===== config.mk =====
export PLATFORM = sky130hd
export DESIGN_NAME = vbuf_arbiter_flat
export DESIGN_NICKNAME = d
export VERILOG_FILES = /design/src/rtl/vbuf_arbiter_if.sv /design/src/rtl/vbuf_arbiter.sv /design/src/flat_wrapper.sv
export SDC_FILE = /design/constraint.sdc
export NUM_CORES = 1
export LEC_CHECK = 0
export ABC_AREA = 1
export CAP_MARGIN = 20
export CORE_AREA = 2 2 258 260
export DETAILED_ROUTE_END_ITERATION = 10
export DIE_AREA = 0 0 260 262
export SLEW_MARGIN = 20
export SYNTH_ARGS = -nofsm -noshare
export SYNTH_HDL_FRONTEND = slang
export SYNTH_SLANG_ARGS = --single-unit

===== constraint.sdc =====
create_clock -name clk_vbuf -period 1.8 [get_ports clk_vbuf]
set_clock_uncertainty 0.05 [all_clocks]
set_input_delay 0.54 -clock clk_vbuf [delete_from_list [all_inputs] [get_ports clk_vbuf]]
set_output_delay 0.54 -clock clk_vbuf [all_outputs]
set_load 0.02 [all_outputs]

===== src/rtl/vbuf_arbiter_if.sv =====
// Avalon-MM bundle around the vbuf arbiter: read master, write master and DDR port.
// slave = arbiter view, master = the surrounding masters and DDR model.
interface vbuf_arbiter_if #(
  parameter int BCW = 8
);
  logic [27:0]    rd_address;
  logic [BCW-1:0] rd_burstcount;
  logic           rd_read;
  logic           rd_waitrequest;
  logic [127:0]   rd_readdata;
  logic           rd_readdatavalid;
  logic           rd_urgent;

  logic [27:0]    wr_address;
  logic [BCW-1:0] wr_burstcount;
  logic [127:0]   wr_writedata;
  logic [15:0]    wr_byteenable;
  logic           wr_write;
  logic           wr_waitrequest;

  logic [27:0]    vbuf_address;
  logic [BCW-1:0] vbuf_burstcount;
  logic           vbuf_read;
  logic           vbuf_write;
  logic [127:0]   vbuf_writedata;
  logic [15:0]    vbuf_byteenable;
  logic           vbuf_waitrequest;
  logic [127:0]   vbuf_readdata;
  logic           vbuf_readdatavalid;

  logic           grant_rd;
  logic           grant_wr;

  modport slave (
    input  rd_address, rd_burstcount, rd_read, rd_urgent,
    input  wr_address, wr_burstcount, wr_writedata, wr_byteenable, wr_write,
    input  vbuf_waitrequest, vbuf_readdata, vbuf_readdatavalid,
    output rd_waitrequest, rd_readdata, rd_readdatavalid, wr_waitrequest,
    output vbuf_address, vbuf_burstcount, vbuf_read, vbuf_write,
    output vbuf_writedata, vbuf_byteenable, grant_rd, grant_wr
  );

  modport master (
    output rd_address, rd_burstcount, rd_read, rd_urgent,
    output wr_address, wr_burstcount, wr_writedata, wr_byteenable, wr_write,
    output vbuf_waitrequest, vbuf_readdata, vbuf_readdatavalid,
    input  rd_waitrequest, rd_readdata, rd_readdatavalid, wr_waitrequest,
    input  vbuf_address, vbuf_burstcount, vbuf_read, vbuf_write,
    input  vbuf_writedata, vbuf_byteenable, grant_rd, grant_wr
  );
endinterface


===== src/rtl/vbuf_arbiter.sv =====
// Round-robin read/write burst arbiter for the vbuf DDR port; 1-cycle registered grant,
// command path combinational; non-granted master is stalled, granted master sees DDR waitrequest.
module vbuf_arbiter #(
  parameter int MAX_RD_STREAK = 4,
  parameter int BCW           = 8
) (
  input  logic           clk_vbuf,
  input  logic           reset_n,
  vbuf_arbiter_if.slave  bus
);
  typedef enum logic [1:0] {IDLE, RD_CMD, RD_WAIT, WR_BURST} state_t;

  localparam logic [3:0]     STREAK_MAX = 4'(MAX_RD_STREAK);
  localparam logic [BCW-1:0] ONE        = BCW'(1);

  state_t         state_q, state_d;
  logic [BCW-1:0] cnt_q, cnt_d;
  logic [3:0]     rd_streak_q, rd_streak_d;
  logic           last_wr_q, last_wr_d;
  logic           wr_started_q, wr_started_d;
  logic [27:0]    wr_addr_q, wr_addr_d;
  logic [BCW-1:0] wr_bc_q, wr_bc_d;

  logic rd_acc, wr_acc, pick_wr;

  assign rd_acc = bus.rd_read & ~bus.vbuf_waitrequest;
  assign wr_acc = bus.wr_write & ~bus.vbuf_waitrequest;

  always_ff @(posedge clk_vbuf) begin
    if (!reset_n) begin
      state_q      <= IDLE;
      cnt_q        <= '0;
      rd_streak_q  <= '0;
      last_wr_q    <= 1'b1;
      wr_started_q <= 1'b0;
      wr_addr_q    <= '0;
      wr_bc_q      <= '0;
    end else begin
      state_q      <= state_d;
      cnt_q        <= cnt_d;
      rd_streak_q  <= rd_streak_d;
      last_wr_q    <= last_wr_d;
      wr_started_q <= wr_started_d;
      wr_addr_q    <= wr_addr_d;
      wr_bc_q      <= wr_bc_d;
    end
  end

  always_comb begin
    state_d      = state_q;
    cnt_d        = cnt_q;
    rd_streak_d  = rd_streak_q;
    last_wr_d    = last_wr_q;
    wr_started_d = wr_started_q;
    wr_addr_d    = wr_addr_q;
    wr_bc_d      = wr_bc_q;
    pick_wr      = 1'b0;

    case (state_q)
      IDLE: begin
        // Starvation limit beats urgency; otherwise alternate with the last winner.
        if (bus.rd_read && bus.wr_write) begin
          if (rd_streak_q == STREAK_MAX) pick_wr = 1'b1;
          else if (bus.rd_urgent)        pick_wr = 1'b0;
          else                           pick_wr = ~last_wr_q;
        end else begin
          pick_wr = bus.wr_write;
        end

        if (bus.rd_read || bus.wr_write) begin
          if (pick_wr) begin
            state_d      = WR_BURST;
            rd_streak_d  = '0;
            last_wr_d    = 1'b1;
            wr_started_d = 1'b0;
          end else begin
            state_d   = RD_CMD;
            last_wr_d = 1'b0;
            if (bus.wr_write && rd_streak_q != 4'hF) rd_streak_d = rd_streak_q + 4'd1;
          end
        end
      end

      RD_CMD: begin
        if (rd_acc) begin
          cnt_d   = (bus.rd_burstcount == '0) ? ONE : bus.rd_burstcount;
          state_d = RD_WAIT;
        end else if (!bus.rd_read) begin
          state_d = IDLE;
        end
      end

      RD_WAIT: begin
        if (bus.vbuf_readdatavalid) begin
          cnt_d = cnt_q - ONE;
          if (cnt_q <= ONE) state_d = IDLE;
        end
      end

      WR_BURST: begin
        if (wr_acc) begin
          if (!wr_started_q) begin
            wr_addr_d    = bus.wr_address;
            wr_bc_d      = bus.wr_burstcount;
            wr_started_d = 1'b1;
            cnt_d        = (bus.wr_burstcount <= ONE) ? '0 : bus.wr_burstcount - ONE;
            if (bus.wr_burstcount <= ONE) begin
              state_d      = IDLE;
              wr_started_d = 1'b0;
            end
          end else begin
            cnt_d = cnt_q - ONE;
            if (cnt_q <= ONE) begin
              state_d      = IDLE;
              wr_started_d = 1'b0;
            end
          end
        end
      end

      default: state_d = IDLE;
    endcase
  end

  always_comb begin
    bus.rd_waitrequest  = 1'b1;
    bus.wr_waitrequest  = 1'b1;
    bus.vbuf_read       = 1'b0;
    bus.vbuf_write      = 1'b0;
    bus.vbuf_address    = '0;
    bus.vbuf_burstcount = '0;
    bus.vbuf_byteenable = '0;
    bus.vbuf_writedata  = bus.wr_writedata;
    bus.grant_rd        = 1'b0;
    bus.grant_wr        = 1'b0;

    case (state_q)
      RD_CMD: begin
        bus.grant_rd        = 1'b1;
        bus.vbuf_read       = bus.rd_read;
        bus.rd_waitrequest  = bus.vbuf_waitrequest;
        bus.vbuf_address    = bus.rd_address;
        bus.vbuf_burstcount = bus.rd_burstcount;
      end
      RD_WAIT: bus.grant_rd = 1'b1;
      WR_BURST: begin
        bus.grant_wr        = 1'b1;
        bus.vbuf_write      = bus.wr_write;
        bus.wr_waitrequest  = bus.vbuf_waitrequest;
        // Command fields come live on the first beat, from the latch afterwards.
        bus.vbuf_address    = wr_started_q ? wr_addr_q : bus.wr_address;
        bus.vbuf_burstcount = wr_started_q ? wr_bc_q   : bus.wr_burstcount;
        bus.vbuf_byteenable = bus.wr_byteenable;
      end
      default: ;
    endcase
  end

  assign bus.rd_readdata      = bus.vbuf_readdata;
  assign bus.rd_readdatavalid = bus.vbuf_readdatavalid;
endmodule


===== src/flat_wrapper.sv =====
// flat-port wrapper written by rule: the top's interface ports become plain ports
module vbuf_arbiter_flat 
#(
  parameter int MAX_RD_STREAK = 4,
  parameter int BCW           = 8
)
  (clk_vbuf, reset_n, bus_rd_address, bus_rd_burstcount, bus_rd_read, bus_rd_urgent, bus_wr_address, bus_wr_burstcount, bus_wr_writedata, bus_wr_byteenable, bus_wr_write, bus_vbuf_waitrequest, bus_vbuf_readdata, bus_vbuf_readdatavalid, bus_rd_waitrequest, bus_rd_readdata, bus_rd_readdatavalid, bus_wr_waitrequest, bus_vbuf_address, bus_vbuf_burstcount, bus_vbuf_read, bus_vbuf_write, bus_vbuf_writedata, bus_vbuf_byteenable, bus_grant_rd, bus_grant_wr);
  vbuf_arbiter_if #(.BCW(BCW)) bus_i ();
  input  logic clk_vbuf;
  input  logic reset_n;
  input wire logic [$bits(bus_i.rd_address)-1:0] bus_rd_address;
  input wire logic [$bits(bus_i.rd_burstcount)-1:0] bus_rd_burstcount;
  input wire logic [$bits(bus_i.rd_read)-1:0] bus_rd_read;
  input wire logic [$bits(bus_i.rd_urgent)-1:0] bus_rd_urgent;
  input wire logic [$bits(bus_i.wr_address)-1:0] bus_wr_address;
  input wire logic [$bits(bus_i.wr_burstcount)-1:0] bus_wr_burstcount;
  input wire logic [$bits(bus_i.wr_writedata)-1:0] bus_wr_writedata;
  input wire logic [$bits(bus_i.wr_byteenable)-1:0] bus_wr_byteenable;
  input wire logic [$bits(bus_i.wr_write)-1:0] bus_wr_write;
  input wire logic [$bits(bus_i.vbuf_waitrequest)-1:0] bus_vbuf_waitrequest;
  input wire logic [$bits(bus_i.vbuf_readdata)-1:0] bus_vbuf_readdata;
  input wire logic [$bits(bus_i.vbuf_readdatavalid)-1:0] bus_vbuf_readdatavalid;
  output wire logic [$bits(bus_i.rd_waitrequest)-1:0] bus_rd_waitrequest;
  output wire logic [$bits(bus_i.rd_readdata)-1:0] bus_rd_readdata;
  output wire logic [$bits(bus_i.rd_readdatavalid)-1:0] bus_rd_readdatavalid;
  output wire logic [$bits(bus_i.wr_waitrequest)-1:0] bus_wr_waitrequest;
  output wire logic [$bits(bus_i.vbuf_address)-1:0] bus_vbuf_address;
  output wire logic [$bits(bus_i.vbuf_burstcount)-1:0] bus_vbuf_burstcount;
  output wire logic [$bits(bus_i.vbuf_read)-1:0] bus_vbuf_read;
  output wire logic [$bits(bus_i.vbuf_write)-1:0] bus_vbuf_write;
  output wire logic [$bits(bus_i.vbuf_writedata)-1:0] bus_vbuf_writedata;
  output wire logic [$bits(bus_i.vbuf_byteenable)-1:0] bus_vbuf_byteenable;
  output wire logic [$bits(bus_i.grant_rd)-1:0] bus_grant_rd;
  output wire logic [$bits(bus_i.grant_wr)-1:0] bus_grant_wr;
  assign bus_i.rd_address = bus_rd_address;
  assign bus_i.rd_burstcount = bus_rd_burstcount;
  assign bus_i.rd_read = bus_rd_read;
  assign bus_i.rd_urgent = bus_rd_urgent;
  assign bus_i.wr_address = bus_wr_address;
  assign bus_i.wr_burstcount = bus_wr_burstcount;
  assign bus_i.wr_writedata = bus_wr_writedata;
  assign bus_i.wr_byteenable = bus_wr_byteenable;
  assign bus_i.wr_write = bus_wr_write;
  assign bus_i.vbuf_waitrequest = bus_vbuf_waitrequest;
  assign bus_i.vbuf_readdata = bus_vbuf_readdata;
  assign bus_i.vbuf_readdatavalid = bus_vbuf_readdatavalid;
  assign bus_rd_waitrequest = bus_i.rd_waitrequest;
  assign bus_rd_readdata = bus_i.rd_readdata;
  assign bus_rd_readdatavalid = bus_i.rd_readdatavalid;
  assign bus_wr_waitrequest = bus_i.wr_waitrequest;
  assign bus_vbuf_address = bus_i.vbuf_address;
  assign bus_vbuf_burstcount = bus_i.vbuf_burstcount;
  assign bus_vbuf_read = bus_i.vbuf_read;
  assign bus_vbuf_write = bus_i.vbuf_write;
  assign bus_vbuf_writedata = bus_i.vbuf_writedata;
  assign bus_vbuf_byteenable = bus_i.vbuf_byteenable;
  assign bus_grant_rd = bus_i.grant_rd;
  assign bus_grant_wr = bus_i.grant_wr;
  vbuf_arbiter #(.MAX_RD_STREAK(MAX_RD_STREAK), .BCW(BCW)) u_core (.clk_vbuf(clk_vbuf), .reset_n(reset_n), .bus(bus_i));
endmodule

==> flow_summary.ini, run 1 <==
[final_layout]
syn_to_final_growth_pct = 48.3
fin_area_mm2 = 0.00826
drive_gt1_frac = 0.374
fin_util = 0.127
fin_cells = 1718
n_antenna_cell = 0
nets = 1214

[placed_design]
portBuffers = 153
dpl-instance-area_mm2 = 0.00731
hpwl_um = 23200
routabilityCongestion = 0.819
dp_cells = 1685

[sta]
rsz0062_at_grt = true
fmax_ghz = 0.441
setup_viol = 77
relSlewSlack = 0.804
finalCritPeriodShare = 1.26
slew_viol_final = 0
tightestPinTransition_ps = 294
setup_ws_ps = -466
finalCriticalPeriod_ps = 2270
hold_viol_final = 0

[yosys]
synth_area_leader_cell = buf_4
synth_ff_type = dfxtp_1
synth.most_common_cell = buf_4
syn_avg_cell_area_um2 = 6.48
synthTopCellsByArea = buf_4 35%, dfxtp_1 19%, nand2_1 17%, a21oi_1 4.6%, a22o_1 4.4%
async_flop_share = 0
synthCells = 860
synth_area_mm2 = 0.00557
ys_warn_count = 0
synth_common_cells = 259 x buf_4, 245 x nand2_1, 63 x inv_1
synth_nets = 1221
synth-edff-count = 0
seq_area_frac_synth = 0.187
ys_types = 32
synth_top_area_frac = 0.349
synth-seq-cells = 52

[clock_tree]
cts_sinks = 52
insertion_delay_ps = 320
cts_max_level = 2
cts_tree = yes
clockBufferDepth = 2
root_buffer = clkbuf_16
clk_pin_slew_ps = 90
cts_buffers = 5
hold_buffers = 0

[routing]
routed_wl_um = 30500
drtPass1Iterations = 5
vias_per_cell = 3.05
avgRoutedWirePerCell_um = 17.7
ant_nets = 0
drtIter0Drc = 231
num_vias = 5235
drc = 0

[critical_path]
cp.buffers_inverters = 3
critical_path_required_ps = 1210
critPathTopFamily = buffers and inverters
start_kind = flop
path_class = flop to output pin
cp_slowest_cell = dfxtp_4
critPathMaxStageDelay_ps = 380
cp_cell_sequence = ha_4 -> buf_12 -> buf_16 -> a22o_4 -> buf_6
path_max_fanout = 8
worstSetupEndpointType = output pin
arrival_ps = 1680

[outcome]
status = finished with violations
violations = setup timing

[power_and_ir_drop]
p_total_w = 0.00830
power_density_mw_per_mm2 = 1010
p_leak_nw = 3.49
ir_worst_vdd_uv = 465

[global_routing]
grt_overflow = 0
grt_pass1_wl_um = 38700
gr-usage-all-layers = 0.0833
grt_pass1_vias = 4947
grt_max_degree = 31
antenna_found_initial = 4

[die]
die_w_um = 260
rows = 94
die_h_um = 262
start_util = 0.0853
fp.coreArea_mm2 = 0.0653
die_area_mm2 = 0.0681
io_pins = 666

[flow_run]
cap_violations = 0

[min_path]
hold_path.class = flop to flop
-- path summary, 6_finish.rpt --
| kind | start | to | slack (ps) | cells after the start |
|---|---|---|---|---|
| worst max register to register | u_core.state_q[0] | u_core.wr_addr_q[9] | -30 | 9 |
| worst min register to register | u_core.wr_addr_q[2] | u_core.wr_addr_q[2] | 420 | 2 |
| worst max-delay path | u_core.state_q[1] | bus_vbuf_address[16] | -470 | 5 |
| worst min-delay path | u_core.wr_addr_q[2] | u_core.wr_addr_q[2] | 420 | 2 |
-- timing repair --
item	4_1_cts	5_1_grt
gates resized for setup	368	81
buffers inserted	13	7
pin swaps	15	12
endpoints found under the setup margin	106	107
cloned	4	2
-- cell type report --
cell class	count	area [um2]
sequential	52	1050
fill	7555	57000
inverter	69	275
timing repair buffer	272	2920
clock buffer	5	125
multi-input combinational	453	2780
clock inverter	3	28.8
tap	864	1080
-- flip-flops by register name (all words and copies together), names as in the netlist --
signal               count
u_core.wr_started_q      1
u_core.cnt_q             8
u_core.state_q           2
u_core.wr_bc_q           8
u_core.last_wr_q         1
u_core.rd_streak_q       4
u_core.wr_addr_q        28
-- worst reg2reg max path: cells and delay by family (launching register included) --
kind	cells	cell delay, ps
AO/OA/AOI/OAI	1	50
adder cells (fa/ha/maj)	1	280
buffers and inverters	5	650
flip-flops	1	390
AND/OR/NAND/NOR	2	320
-- where the power goes --
group / switching, W / leakage [nW] / total (W) / internal [W]
sequential: 0.000127 / 0.424 / 0.00143 / 0.00131
combinational: 0.00289 / 2.99 / 0.00574 / 0.00285
clock: 0.000592 / 0.0767 / 0.00113 / 0.000541
-- per-stage QoR --
stage          setup WS, ps  hold WS, ps  setup TNS [ps]
2_1_floorplan         -64.9          377            -560
3_3_place_gp           -922          391          -52980
3_5_place_dp           -930          399          -53980
4_1_cts                -505          417          -21130
5_1_grt                -521          432          -29650
6_report               -466          415          -20810
-- per-layer routing --
metal,wire (um),GRT usage,vias up
li1,-,-,2433
met1,9110,0.0718,2248
met2,13900,0.135,405
met3,5080,0.0598,143
met4,2310,0.0608,6
met5,68,0.00556,-
-- cells in the final DEF, fill, tap and decap left out, drive strengths merged --
cell type / instances
nand4: 4
o22ai: 3
buf: 169
dlygate4sd2: 6
nor2: 38
xor2: 3
ha: 10
nor3: 1
nand2: 247
xnor2: 1
dfxtp: 52
a21boi: 2
a21oi: 53
a22o: 28
o21ai: 39
nand3: 21
clkdlybuf4s15: 7
a211oi: 1
dlymetal6s2s: 4
clkbuf: 7
inv: 71
o211ai: 1
clkdlybuf4s50: 84
clkinvlp: 1
or2: 1
-- kinds of logic after synthesis --
group	count (synthesis)	share of synthesized area
compound gates	127	0.139
xor+xnor	4	0.00629
fa+ha+maj	10	0.0225
buf+inv	355	0.419
flops	52	0.187
simple gates	312	0.227
(Power assumes the default switching activity.)
==> run 2, diff against run 1 <==
--- a/config.mk
+++ b/config.mk
@@ -6,6 +6,7 @@
 export NUM_CORES = 1
 export LEC_CHECK = 0
 export ABC_AREA = 1
+export ABC_CLOCK_PERIOD_IN_PS = 1800
 export CAP_MARGIN = 20
 export CORE_AREA = 2 2 258 260
 export DETAILED_ROUTE_END_ITERATION = 10
==> results of run 2 <==
Same layout as run 1: the final DEF is identical, and so are final timing and power.
